`config.mk`:
```
export PLATFORM = sky130hd
export DESIGN_NAME = mux_n_1_stream
export DESIGN_NICKNAME = d
export VERILOG_FILES = /design/src/rtl/mux_n_1_stream.sv
export SDC_FILE = /design/constraint.sdc
export NUM_CORES = 1
export LEC_CHECK = 0
export ABC_AREA = 1
export BUFFER_PORTS_ARGS = -buffer_cell sky130_fd_sc_hd__buf_2
export CAP_MARGIN = 5
export CORE_ASPECT_RATIO = 0.6
export CORE_UTILIZATION = 45
export DETAILED_ROUTE_END_ITERATION = 16
export PLACE_DENSITY = 0.82
export SLEW_MARGIN = 0
export SYNTH_ARGS = -nofsm -noshare
export SYNTH_HDL_FRONTEND = slang
export SYNTH_SLANG_ARGS = --single-unit
```
`constraint.sdc`:
```
create_clock -name clk_i -period 6.9 [get_ports clk_i]
set_clock_uncertainty 0.1 [all_clocks]
set_input_delay 0.345 -clock clk_i [delete_from_list [all_inputs] [get_ports clk_i]]
set_output_delay 0.345 -clock clk_i [all_outputs]
set_load 0.01 [all_outputs]
```
`src/rtl/mux_n_1_stream.sv`:
```
// mux_n_1_stream: registered N:1 stream multiplexer with per-channel
// valid/ready. A channel is chosen either by an explicit select or by a
// round-robin search starting at rr_q. The chosen word lands in a single
// output register that can be refilled in the same cycle it drains.

module mux_n_1_stream #(
    parameter int WIDTH  = 32,
    parameter int NUM_IN = 4,
    parameter int SELW   = $clog2(NUM_IN)
) (
    input  logic                    clk_i,
    input  logic                    rst_ni,
    input  logic [NUM_IN*WIDTH-1:0] in_data_i,
    input  logic [NUM_IN-1:0]       in_valid_i,
    output logic [NUM_IN-1:0]       in_ready_o,
    input  logic [SELW-1:0]         sel_i,
    input  logic                    mode_i,
    output logic [WIDTH-1:0]        out_data_o,
    output logic [SELW-1:0]         out_sel_o,
    output logic                    out_valid_o,
    input  logic                    out_ready_i
);

    // Channel count and last index at the widths used for comparisons.
    localparam logic [SELW:0]   NUM_IN_L = (SELW+1)'(NUM_IN);
    localparam logic [SELW-1:0] LAST_IDX = SELW'(NUM_IN - 1);

    // Output pipeline register and round-robin pointer.
    logic [WIDTH-1:0]  out_data_q,  out_data_d;
    logic [SELW-1:0]   out_sel_q,   out_sel_d;
    logic              out_valid_q, out_valid_d;
    logic [SELW-1:0]   rr_q,        rr_d;

    // Combinational grant and datapath signals.
    logic              can_load_s;
    logic              grant_vld_s;
    logic [SELW-1:0]   grant_idx_s;
    logic [NUM_IN-1:0] grant_s;
    logic [WIDTH-1:0]  sel_data_s;
    logic              xfer_s;

    // The output slot may accept a word when empty or when it drains this cycle.
    always_comb begin
        can_load_s = 1'b0;
        if (!out_valid_q || out_ready_i) begin
            can_load_s = 1'b1;
        end else begin
            can_load_s = 1'b0;
        end
    end

    // Pick the grantable channel: explicit select or round-robin from rr_q.
    always_comb begin
        logic [SELW:0] cand_v;
        logic          found_v;
        grant_vld_s = 1'b0;
        grant_idx_s = '0;
        cand_v      = '0;
        found_v     = 1'b0;
        if (mode_i == 1'b0) begin
            // Out-of-range selects (non-power-of-2 NUM_IN) never grant.
            if ({1'b0, sel_i} < NUM_IN_L) begin
                if (in_valid_i[sel_i]) begin
                    grant_vld_s = 1'b1;
                    grant_idx_s = sel_i;
                end else begin
                    grant_vld_s = 1'b0;
                end
            end else begin
                grant_vld_s = 1'b0;
            end
        end else begin
            // rr_q < NUM_IN, so one conditional subtraction wraps the candidate.
            for (int i = 0; i < NUM_IN; i++) begin
                cand_v = {1'b0, rr_q} + (SELW+1)'(i);
                if (cand_v >= NUM_IN_L) begin
                    cand_v = cand_v - NUM_IN_L;
                end else begin
                    cand_v = cand_v;
                end
                if (!found_v && in_valid_i[cand_v[SELW-1:0]]) begin
                    found_v     = 1'b1;
                    grant_idx_s = cand_v[SELW-1:0];
                end else begin
                    found_v = found_v;
                end
            end
            grant_vld_s = found_v;
        end
    end

    // Expand the granted index into a one-hot (or all-zero) vector.
    always_comb begin
        grant_s = '0;
        for (int k = 0; k < NUM_IN; k++) begin
            if (grant_vld_s && (grant_idx_s == SELW'(k))) begin
                grant_s[k] = 1'b1;
            end else begin
                grant_s[k] = 1'b0;
            end
        end
    end

    // AND-OR selection of the granted channel's data.
    always_comb begin
        sel_data_s = '0;
        for (int k = 0; k < NUM_IN; k++) begin
            if (grant_s[k]) begin
                sel_data_s = sel_data_s | in_data_i[k*WIDTH +: WIDTH];
            end else begin
                sel_data_s = sel_data_s;
            end
        end
    end

    // Ready goes to the granted channel only, and never while in reset.
    always_comb begin
        in_ready_o = '0;
        if (rst_ni && can_load_s) begin
            in_ready_o = grant_s;
        end else begin
            in_ready_o = '0;
        end
    end

    // A transfer happens when the granted channel is valid and the slot is free.
    always_comb begin
        xfer_s = 1'b0;
        if (grant_vld_s && can_load_s) begin
            xfer_s = 1'b1;
        end else begin
            xfer_s = 1'b0;
        end
    end

    // Next-state for the output register: load wins over drain, else hold.
    always_comb begin
        out_valid_d = out_valid_q;
        out_data_d  = out_data_q;
        out_sel_d   = out_sel_q;
        if (xfer_s) begin
            out_valid_d = 1'b1;
            out_data_d  = sel_data_s;
            out_sel_d   = grant_idx_s;
        end else if (out_valid_q && out_ready_i) begin
            out_valid_d = 1'b0;
        end else begin
            out_valid_d = out_valid_q;
        end
    end

    // Round-robin pointer moves past the winner only on round-robin transfers.
    always_comb begin
        rr_d = rr_q;
        if (xfer_s && mode_i) begin
            if (grant_idx_s == LAST_IDX) begin
                rr_d = '0;
            end else begin
                rr_d = grant_idx_s + SELW'(1);
            end
        end else begin
            rr_d = rr_q;
        end
    end

    // State registers with asynchronous active-low clear.
    always_ff @(posedge clk_i or negedge rst_ni) begin
        if (!rst_ni) begin
            out_valid_q <= 1'b0;
            out_data_q  <= '0;
            out_sel_q   <= '0;
            rr_q        <= '0;
        end else begin
            out_valid_q <= out_valid_d;
            out_data_q  <= out_data_d;
            out_sel_q   <= out_sel_d;
            rr_q        <= rr_d;
        end
    end

    assign out_valid_o = out_valid_q;
    assign out_data_o  = out_data_q;
    assign out_sel_o   = out_sel_q;

    mux_n_1_stream_chk #(
        .WIDTH  (WIDTH),
        .NUM_IN (NUM_IN),
        .SELW   (SELW)
    ) u_chk (
        .clk_i       (clk_i),
        .rst_ni      (rst_ni),
        .in_valid_i  (in_valid_i),
        .in_ready_i  (in_ready_o),
        .out_data_i  (out_data_q),
        .out_sel_i   (out_sel_q),
        .out_valid_i (out_valid_q),
        .out_ready_i (out_ready_i)
    );

endmodule

// Protocol properties of the stream mux; carries no logic of its own.
module mux_n_1_stream_chk #(
    parameter int WIDTH  = 32,
    parameter int NUM_IN = 4,
    parameter int SELW   = $clog2(NUM_IN)
) (
    input logic              clk_i,
    input logic              rst_ni,
    input logic [NUM_IN-1:0] in_valid_i,
    input logic [NUM_IN-1:0] in_ready_i,
    input logic [WIDTH-1:0]  out_data_i,
    input logic [SELW-1:0]   out_sel_i,
    input logic              out_valid_i,
    input logic              out_ready_i
);

    // At most one channel is offered ready at a time.
    a_ready_onehot: assert property (@(posedge clk_i) disable iff (!rst_ni)
        $onehot0(in_ready_i));

    // Ready is only ever offered to a channel that is presenting valid.
    a_ready_needs_valid: assert property (@(posedge clk_i) disable iff (!rst_ni)
        (in_ready_i & ~in_valid_i) == '0);

    // A stalled output blocks every input.
    a_stall_blocks: assert property (@(posedge clk_i) disable iff (!rst_ni)
        (out_valid_i && !out_ready_i) |-> (in_ready_i == '0));

    // A stalled output word stays put until accepted.
    a_stall_holds: assert property (@(posedge clk_i) disable iff (!rst_ni)
        (out_valid_i && !out_ready_i) |=>
            (out_valid_i && $stable(out_data_i) && $stable(out_sel_i)));

endmodule

```
==> results of run 1 <==
## power by group through the flow
stage	combinational (mW)	clock, mW	sequential, mW
6_report	1.14	0.264	0.401
3_5_place_dp	1.12	0	0.404
5_1_grt	1.29	0.280	0.416
3_3_place_gp	1.08	0	0.400
4_1_cts	1.13	0.270	0.403
2_1_floorplan	0.782	0	0.440
## cells in the mapped netlist
| master | number | area (sq um) |
|---|---|---|
| nand2_2 | 5 | 31.28 |
| o21ai_0 | 7 | 35.03 |
| o21bai_1 | 1 | 7.510 |
| o211ai_1 | 2 | 15.01 |
| and2_4 | 1 | 8.760 |
| ha_1 | 4 | 50.05 |
| buf_4 | 7 | 52.55 |
| clkbuf_1 | 13 | 48.80 |
| buf_1 | 3 | 11.26 |
| nor2_2 | 30 | 187.7 |
| buf_6 | 4 | 45.04 |
| inv_1 | 45 | 168.9 |
| a21oi_1 | 1 | 5.000 |
| nor2_1 | 108 | 405.4 |
| o21a_1 | 1 | 7.510 |
| buf_2 | 6 | 30.03 |
| nand3_2 | 2 | 20.02 |
| nand4_1 | 1 | 6.260 |
| dfrtp_1 | 37 | 925.9 |
| nand3_1 | 100 | 500.5 |
| inv_6 | 1 | 8.760 |
| nor2_4 | 1 | 11.26 |
| buf_8 | 2 | 30.03 |
| nand2_1 | 134 | 503.0 |
| inv_2 | 1 | 3.750 |
## logic make-up after synthesis
kind of cell / count (synthesis) / share of synthesized area (%)
simple gates: 382 / 53.67
flops: 37 / 29.68
buf+inv: 82 / 12.80
compound gates: 12 / 2.246
fa+ha+maj: 4 / 1.605
## final cells by class
cell class / count / area (sq um) / share of cell area [%]
tap: 87 / 108.9 / 2.649
sequential: 37 / 925.9 / 22.53
timing repair buffer: 181 / 925.9 / 22.53
clock buffer: 7 / 142.6 / 3.471
clock inverter: 1 / 30.03 / 0.7308
inverter: 47 / 181.4 / 4.415
multi-input combinational: 398 / 1794 / 43.67
## how the worst max path moves through the flow
stage,end,startpoint,depth (start not counted)
finish,in_ready_o[2],rr_q[0],15
global route,in_ready_o[2],rr_q[0],15
CTS,in_ready_o[0],rr_q[0],14
detailed placement,in_ready_o[0],rr_q[0],14
global placement,out_data_o[16],rr_q[0],11
floorplan,in_ready_o[2],rr_q[0],17
## metal layers
layer,vias to the layer above,global-route usage [%],wire [microns],share of wire (%)
met5,-,0,0,0
met4,0,5.833,99,1.0
met3,14,5.382,806,8.4
met2,173,45.36,4379,46
met1,1667,35.70,4262,45
li1,1900,-,-,-
## flip-flops by register name (all words and copies together), names as in the netlist
| name | cells |
|---|---|
| out_valid_o | 1 |
| rr_q | 2 |
| out_data_o | 32 |
| out_sel_o | 2 |
## critical path: stages, from the launching register on
cell and delay (ns):
dfrtp_1 0.55, nand2_1 0.18, nand3_2 0.14, nand2_2 0.08
nor2_4 0.14, nand2_1 0.11, nand2_1 0.07, nand2_1 0.06
nand2_1 0.07, nor2_1 0.04, nor2_1 0.27, ha_1 0.62
buf_4 0.36, nand2_1 0.09, nor2_1 0.14, buf_2 0.14
==> results.env, run 1 <==
WORSTSETUPENDPOINTTYPE='output pin'
GR_OVFL_TOTAL=0
POST_DRT_WL_PER_CELL_MICRONS=12.60
GRT_PASS1_WL_MICRONS=15190
NUM_VIAS=3754
TOTAL_POWER_mW=1.810
DPL-INSTANCE-AREA_SQ_UM=3921
INITIAL_CORE_UTIL_PCT=46.72
FLOORPLAN.DIE.HEIGHT_MICRONS=66.49
CRITICAL_PATH_ARRIVAL_NS=3.34
WORSTHOLDPATHTYPE='input pin to async pin'
SLEW_MARGIN_REL_PCT=25.79
LAYOUT.CELLS.MOST_COMMON='buf_2'
WORSTSETUPSTARTPOINTTYPE='flop'
NUMPLACEDINSTANCES=749
CLOCK_SINKS=37
POWER.SWITCHING_FRACTION_PCT=49.51
WORSTSETUPPATHTYPE='flop to output pin'
P_LEAK_nW=2.489
SYNTH_AREA_PER_CELL_SQ_UM=6.033
ANTENNADIODECOUNT=0
SETUP-TNS-FINAL_NS=0
REG2REG_SLACK_NS=3.44
CTS_BUFFERS=5
FINAL_CELL_AREA_SQ_UM=4109
WORST-SLEW-PIN-TRANSITION_NS=1.112
CLOCK_SLEW_AT_THE_REGISTER_CLOCK_PINS_OF_THE_WORST_SETUP_AND_HOLD_PATHS_NS=0.06
VIA_PER_INST=4.953
FILLERINSTANCES=634
ANTENNA_VIOLATING_NETS_POST_ROUTE=0
COREAREA_SQ_UM=6676
PLACE.PORT_BUFFERS=176
POST_SYNTH_INST_COUNT=517
PRE_CTS_WS_NS=3.421
CLOCK_TREE.ROOT_CELL='clkbuf_16'
WORSTPATHMAXFANOUT=19
INTERNAL_POWER_uW=913.8
LAYOUT_OVERHEAD_ON_THE_SYNTHESIZED_AREA_PCT=31.73
LAYOUT-DRIVE-GT1-SHARE_PCT=34.13
POST_CTS_RESIZE_COUNT=0
FLOORPLAN.ROWS=23
CLOCK.FMAX_MHz=263.9
VDD.IR_DROP.WORST_mV=0.2585
DIEWIDTH_MICRONS=109.5
R2R.WORST_PATH.CELLS=11
YS_SEQ_ELEMENTS=37
SYNTHESIS.AREA_SQ_UM=3119
POST_LAYOUT_NONFILLER_INSTANCES=758
POSTLAYOUTSETUPSLACKWORST_NS=3.111
REQUIRED_NS=6.45
POST_CTS_BUFFERS=0
FINALWORSTPATHREQUIREDPERIOD_NS=3.789
GRT.TOTAL_USAGE_PCT=26.92
FINAL-HOLD-VIOLATION-COUNT=0
SYNTH_FP_NETS=659
NET_COUNT_FINAL=812
TIMING.RR.START='rr_q[0]'
MOSTFREQUENTLAYOUTCELLS='buf_2 (176), nand2_1 (134), nor2_1 (108)'
PLACE.GP.CONGESTION=0.8360
POST_DP_HPWL_MICRONS=7147
RSZ0062_AT_GRT='false'
R2R-END='out_data_o[15]'
SEQPWRFRAC_PCT=22.2
POWER.SHARE.COMBINATIONAL_PCT=63.2
CTS_HTREE_LEVELS=2
P_CLK_SHARE_PCT=14.6
YOSYSUNIQUECELLTYPES=25
FINAL_CORE_UTIL_PCT=61.54
FLOORPLAN.DIE_AREA_SQ_UM=7280
CLK-INSERTION-DELAY-LATE_NS=0.27
IOPINCOUNT=177
SETUP_VIOL=0
OUTCOME='finished clean'
CLOCK_PATH_BUFFERS=2
CTS_STAGE_HOLD_BUFFER_COUNT=0
DRT-INITIAL-DRC-COUNT=219
HOLD_WS_NS=0.07022
SWITCHING_POWER_TOTAL_uW=896.1
DRT_PRE_ANTENNA_ITERS=5
MIN_PERIOD_OVER_PERIOD_PCT=54.91
YOSYSSEQAREASHARE_PCT=29.68
MAXSLEWVIOLCOUNT=0
GRT_START_MAX_NET_PINS=101
DRCVIOLATIONCOUNT=0
GRT_PASS1_VIAS=3295
ROUTED_WL_MICRONS=9549
YOSYSWARNINGS=0
INITIAL_ANTENNA_VIOLATION_COUNT=0
CTS_TREE='yes'
PWR_DENSITY_CELL_nW_PER_UM2=440.5
MAXCAPVIOLATIONS=0
(Power assumes the default switching activity.)
==> run 2, diff against run 1 <==
Clock period 6.9 ns to 3.54 ns, I/O delays scaled along.
==> run 2 against run 1 <==
  * Global-route usage is 0.80 points lower
  * Routed wire length down 0.57%
  * Clock power grew 59%
  * Critical path type unchanged
  * Highest routed layer unchanged
==> results.env, run 2 (synthesized netlist as in run 1, its figures left out) <==
CTS_BUFFERS=5
POST_DRT_WL_PER_CELL_MICRONS=12.46
LAYOUT-DRIVE-GT1-SHARE_PCT=34.52
CRIT_PATH_FREQUENT_CELL='nand2_1'
GRT.MET2_USAGE_PCT=43.00
DRCVIOLATIONCOUNT=0
MOSTFREQUENTLAYOUTCELLS='buf_2 (176), nand2_1 (134), nor2_1 (108)'
INITIAL_CORE_UTIL_PCT=46.72
COREAREA_SQ_UM=6676
WORSTHOLDPATHTYPE='input pin to flop'
WORSTSETUPENDPOINTTYPE='output pin'
FILLERINSTANCES=631
REQUIRED_NS=3.26
MAXCAPVIOLATIONS=0
HOLD_WS_NS=0.1205
ROUTED_WL_MICRONS=9495
GRT_PASS1_VIAS=3290
TOP_USAGE_LAYER='met2'
GRT.TOTAL_USAGE_PCT=26.12
OUTCOME='finished clean'
WORST_PATH_MAX_DELAY_CELL='dfrtp_1'
CLK-INSERTION-DELAY-LATE_NS=0.27
GRT_START_MAX_NET_PINS=101
PWR_DENSITY_CELL_nW_PER_UM2=832.9
CTS_HTREE_LEVELS=2
SLEW_MARGIN_REL_PCT=25.53
FINAL_CELL_AREA_SQ_UM=4103
CRITICAL-PATH-MAX-STAGE-DELAY_NS=0.49
DRT-INITIAL-DRC-COUNT=235
CTS_TREE='yes'
IOPINCOUNT=177
FINAL_CORE_UTIL_PCT=61.45
REGAREA_SQ_UM=925.9
FLOORPLAN.DIE.HEIGHT_MICRONS=66.49
VIA_PER_INST=4.969
FINAL-HOLD-VIOLATION-COUNT=0
ANTENNADIODECOUNT=0
SETUP_VIOL=0
WORST-SLEW-PIN-TRANSITION_NS=1.116
GLOBALROUTEMET1UTIL_PCT=35.14
DRT_PRE_ANTENNA_ITERS=7
P_LEAK_nW=2.489
LAYOUT_OVERHEAD_ON_THE_SYNTHESIZED_AREA_PCT=31.53
CLOCK.FMAX_MHz=309.6
LARGEST_REGISTER_FFS=32
CRITICAL_PATH_ARRIVAL_NS=2.95
NUM_VIAS=3786
POST_DP_HPWL_MICRONS=7026
CRITICAL_PATH.CELL_CHAIN='inv_6 > nand2_1 > nand3_2 > nand2_2 > nor2_4 > nand2_1 > nand2_1 > nand2_1 > nand2_1 > nor2_1 > nor2_1 > inv_1 > ha_2 > buf_4 > nand2_1 > nor2_1 > buf_2'
GRT_PASS1_WL_MICRONS=14860
VDD.IR_DROP.WORST_mV=0.4415
WORSTSETUPPATHTYPE='flop to output pin'
CLOCK_TREE.ROOT_CELL='clkbuf_16'
MAXSLEWVIOLCOUNT=0
CLOCK_SLEW_AT_THE_REGISTER_CLOCK_PINS_OF_THE_WORST_SETUP_AND_HOLD_PATHS_NS=0.06
CLOCK_PATH_BUFFERS=2
SETUP-TNS-FINAL_NS=0
WORSTSETUPSTARTPOINTTYPE='flop'
INITIAL_ANTENNA_VIOLATION_COUNT=0
NET_COUNT_FINAL=816
FINALWORSTPATHREQUIREDPERIOD_NS=3.230
PLACE.GP.CONGESTION=0.8541
PLACE.PORT_BUFFERS=176
MIN_PERIOD_OVER_PERIOD_PCT=91.23
FLOORPLAN.ROWS=23
WORSTPATHMAXFANOUT=17
LAYOUT.CELLS.MOST_COMMON='buf_2'
RSZ0062_AT_GRT='false'
GRT.MET3_USAGE_PCT=4.892
DIEWIDTH_MICRONS=109.5
DPL-INSTANCE-AREA_SQ_UM=3951
POST_CTS_BUFFERS=0
AREA_OF_COMBINATIONAL_CELLS_WITH_MULTIPLE_INPUTS_SQ_UM=1797
GR_OVFL_TOTAL=0
ANTENNA_VIOLATING_NETS_POST_ROUTE=0
CLOCK_SINKS=37
FLOORPLAN.DIE_AREA_SQ_UM=7280
==> run 2: what timing repair did <==
action | in CTS | in global routing
gates resized for setup | 0 | 1
hold buffers | 1 | 0
endpoints found under the setup margin | 0 | 1
endpoints found under the hold margin | 37 | 0
==> run 2: path summary, 6_finish.rpt <==
check / to / startpoint / slack, ns / depth (start not counted)
min: out_valid_o / out_ready_i / 0.12 / 4
max: in_ready_o[3] / rr_q[0] / 0.31 / 17
max reg2reg: out_data_o[26] / rr_q[0] / 0.54 / 18
max in group asynchronous: out_data_o[31] / rst_ni / 2.59 / 3
min in group asynchronous: out_data_o[26] / rst_ni / 0.38 / 3
min reg2reg: out_data_o[12] / out_data_o[12] / 0.40 / 2
==> run 2: metal layers <==
layer	vias up	share of wire, %
met1	1704	46
met2	150	46
li1	1916	-
met3	16	7.4
met5	-	0
met4	0	0.92
==> run 2: cell type report <==
cell class                      count  area share (%)
Inverter                           47           4.422
Clock inverter                      2          0.2440
Tap cell                           87           2.653
Clock buffer                        6           3.141
Multi-Input combinational cell    398           43.79
Timing Repair Buffer              185           23.18
Sequential cell                    37           22.57
==> run 2: critical path, delay by kind of cell (launching register included) <==
family	cells	cell delay [ns]
adder cells (fa/ha/maj)	1	0.33
buffers and inverters	4	0.64
flip-flops	1	0.49
AND/OR/NAND/NOR	12	1.21
==> run 2: per-stage QoR <==
| stage | cells | power (mW) | setup slack, ns |
|---|---|---|---|
| finish | 762 | 3.417 | 0.3104 |
| global route | 762 | 3.744 | 0.07307 |
| CTS | 762 | 3.417 | 0.1427 |
| detailed placement | 753 | 2.982 | 0.4453 |
| global placement | 753 | 2.895 | 0.6457 |
| floorplan | 517 | 2.382 | 1.027 |
==> run 2: where the power goes <==
group          switching (mW)  internal [mW]
clock network           0.162          0.258
logic                    1.44          0.770
registers               0.137          0.644
total                    1.74           1.67
==> run 3, diff against run 2 <==
Clock period 3.54 ns to 3.2 ns, I/O delays scaled along.
==> run 3 against run 2 <==
  * Cell area rose by 1.5%
  * Combinational power is 13% higher
  * Critical path type unchanged
  * Largest power group unchanged
  * Clock power rose by 34%
==> results.env, run 3 (synthesized netlist as in run 1, its figures left out) <==
MAXSLEWVIOLCOUNT=0
LARGEST_REGISTER_FFS=32
DRT_PRE_ANTENNA_ITERS=5
TOTAL_POWER_mW=3.930
GR_OVFL_TOTAL=0
HOLD_PATH_ORIGIN='out_ready_i'
FINAL-HOLD-VIOLATION-COUNT=0
CLOCK_SLEW_AT_THE_REGISTER_CLOCK_PINS_OF_THE_WORST_SETUP_AND_HOLD_PATHS_NS=0.05
ANTENNADIODECOUNT=0
FINALWORSTPATHREQUIREDPERIOD_NS=2.948
HOLD_END='out_valid_o'
GRT_PASS1_WL_MICRONS=15100
INITIAL_CORE_UTIL_PCT=46.72
WORSTSETUPPATHTYPE='flop to output pin'
FLOORPLAN.ROWS=23
HOLD_PATH_DEPTH=4
WORSTSETUPSTARTPOINTTYPE='flop'
GRT_START_MAX_NET_PINS=101
TIMING.RR.START='rr_q[0]'
CLK-INSERTION-DELAY-LATE_NS=0.27
CLOCK_SINKS=37
PLACE.GP.CONGESTION=0.8402
REQUIRED_NS=2.94
R2R.WORST_PATH.CELLS=18
CLOCK_PATH_BUFFERS=2
POST_DP_HPWL_MICRONS=7397
OUTCOME='finished clean'
IOPINCOUNT=177
SETUP_VIOL=0
LAYOUT_OVERHEAD_ON_THE_SYNTHESIZED_AREA_PCT=33.45
POST_LAYOUT_NONFILLER_INSTANCES=764
SLEW_MARGIN_REL_PCT=27.17
COREAREA_SQ_UM=6676
CRITICAL_PATH_ARRIVAL_NS=2.69
PRE_CTS_WS_NS=0.4202
FILLERINSTANCES=676
REG2REG_SLACK_NS=0.46
GRT_PASS1_VIAS=3287
SETUP-TNS-FINAL_NS=0
LAYOUT-DRIVE-GT1-SHARE_PCT=35.01
VDD.IR_DROP.WORST_mV=0.4114
MIN_PERIOD_OVER_PERIOD_PCT=92.11
POST_CTS_BUFFERS=0
CLOCK.FMAX_MHz=339.3
POST_DRT_WL_PER_CELL_MICRONS=12.68
FLOORPLAN.DIE.HEIGHT_MICRONS=66.49
DIEWIDTH_MICRONS=109.5
LAYOUT.CELLS.MOST_COMMON='buf_2'
P_LEAK_nW=2.517
FINAL_CELL_AREA_SQ_UM=4163
NET_COUNT_FINAL=818
VIA_PER_INST=4.938
PWR_DENSITY_CELL_nW_PER_UM2=944.1
R2R-END='out_data_o[26]'
WORST-SLEW-PIN-TRANSITION_NS=1.091
NUMPLACEDINSTANCES=755
CLOCK_TREE.ROOT_CELL='clkbuf_16'
FLOORPLAN.DIE_AREA_SQ_UM=7280
GRT.TOTAL_USAGE_PCT=26.94
WORSTHOLDPATHTYPE='input pin to flop'
CTS_TREE='yes'
PLACE.PORT_BUFFERS=176
DPL-INSTANCE-AREA_SQ_UM=3966
POSTLAYOUTSETUPSLACKWORST_NS=0.2524
RSZ0062_AT_GRT='false'
HOLD_WS_NS=0.1080
NUM_VIAS=3773
DRCVIOLATIONCOUNT=0
CTS_BUFFERS=5
ANTENNA_VIOLATING_NETS_POST_ROUTE=0
INITIAL_ANTENNA_VIOLATION_COUNT=0
FINAL_CORE_UTIL_PCT=62.35
MAXCAPVIOLATIONS=0
DRT-INITIAL-DRC-COUNT=250
MOSTFREQUENTLAYOUTCELLS='buf_2 (176), nand2_1 (133), nor2_1 (107)'
WORSTPATHMAXFANOUT=17
WORSTSETUPENDPOINTTYPE='output pin'
CTS_HTREE_LEVELS=2
ROUTED_WL_MICRONS=9687
## run 3: changes by cell type in the layout (fill, tap and decap cells not counted), sizes merged
cell    before  now
buf        184  186
clkinv       2    0
bufinv       0    1
clkbuf       6    7
## run 3: power breakdown
| part | switching [mW] | internal (mW) |
|---|---|---|
| clock network | 0.175 | 0.389 |
| logic | 1.61 | 0.883 |
| registers | 0.157 | 0.715 |
## run 3: how the worst max path moves through the flow
stage | startpoint | end | slack [ns] | cells past startpoint
after floorplan | rr_q[0] | in_ready_o[2] | 0.70 | 17
after global placement | rr_q[0] | in_ready_o[2] | 0.60 | 15
after detailed placement | rr_q[0] | out_data_o[14] | 0.42 | 19
after CTS | rr_q[0] | in_ready_o[0] | 0.14 | 16
after global routing | rr_q[0] | in_ready_o[0] | 0.02 | 15
final | rr_q[0] | in_ready_o[1] | 0.25 | 15
## run 3: critical path, stage by stage (launching register included)
cell and delay, ns:
dfrtp_2 0.47, inv_6 0.10, nand2_1 0.08, nand3_1 0.13
nand2_2 0.09, nor2_4 0.15, nand2_1 0.12, o21ai_1 0.16
o21bai_1 0.17, nand2_2 0.12, inv_1 0.10, ha_1 0.17
buf_4 0.23, nand2_1 0.08, nor2_1 0.11, buf_2 0.14
## run 3: area by class of cell
| cell class | count | area (sq um) | share of cell area, % |
|---|---|---|---|
| Tap cell | 87 | 108.9 | 2.615 |
| Multi-Input combinational cell | 398 | 1799 | 43.22 |
| Sequential cell | 37 | 927.1 | 22.27 |
| Clock inverter | 1 | 30.03 | 0.7214 |
| Timing Repair Buffer | 187 | 973.4 | 23.38 |
| Inverter | 47 | 181.4 | 4.358 |
| Clock buffer | 7 | 142.6 | 3.427 |
## run 3: timing repair
item | in CTS | in global routing
gates resized for setup | 0 | 6
hold endpoints to repair | 37 | 0
hold buffers | 1 | 0
endpoints found under the setup margin | 0 | 6
## run 3: metal layers
metal	track usage, %	part of all wire, %	wire [microns]
met4	9.000	1.6	156
met2	47.72	48	4604
met1	33.19	44	4242
met5	0	0	0
met3	4.795	7.1	683
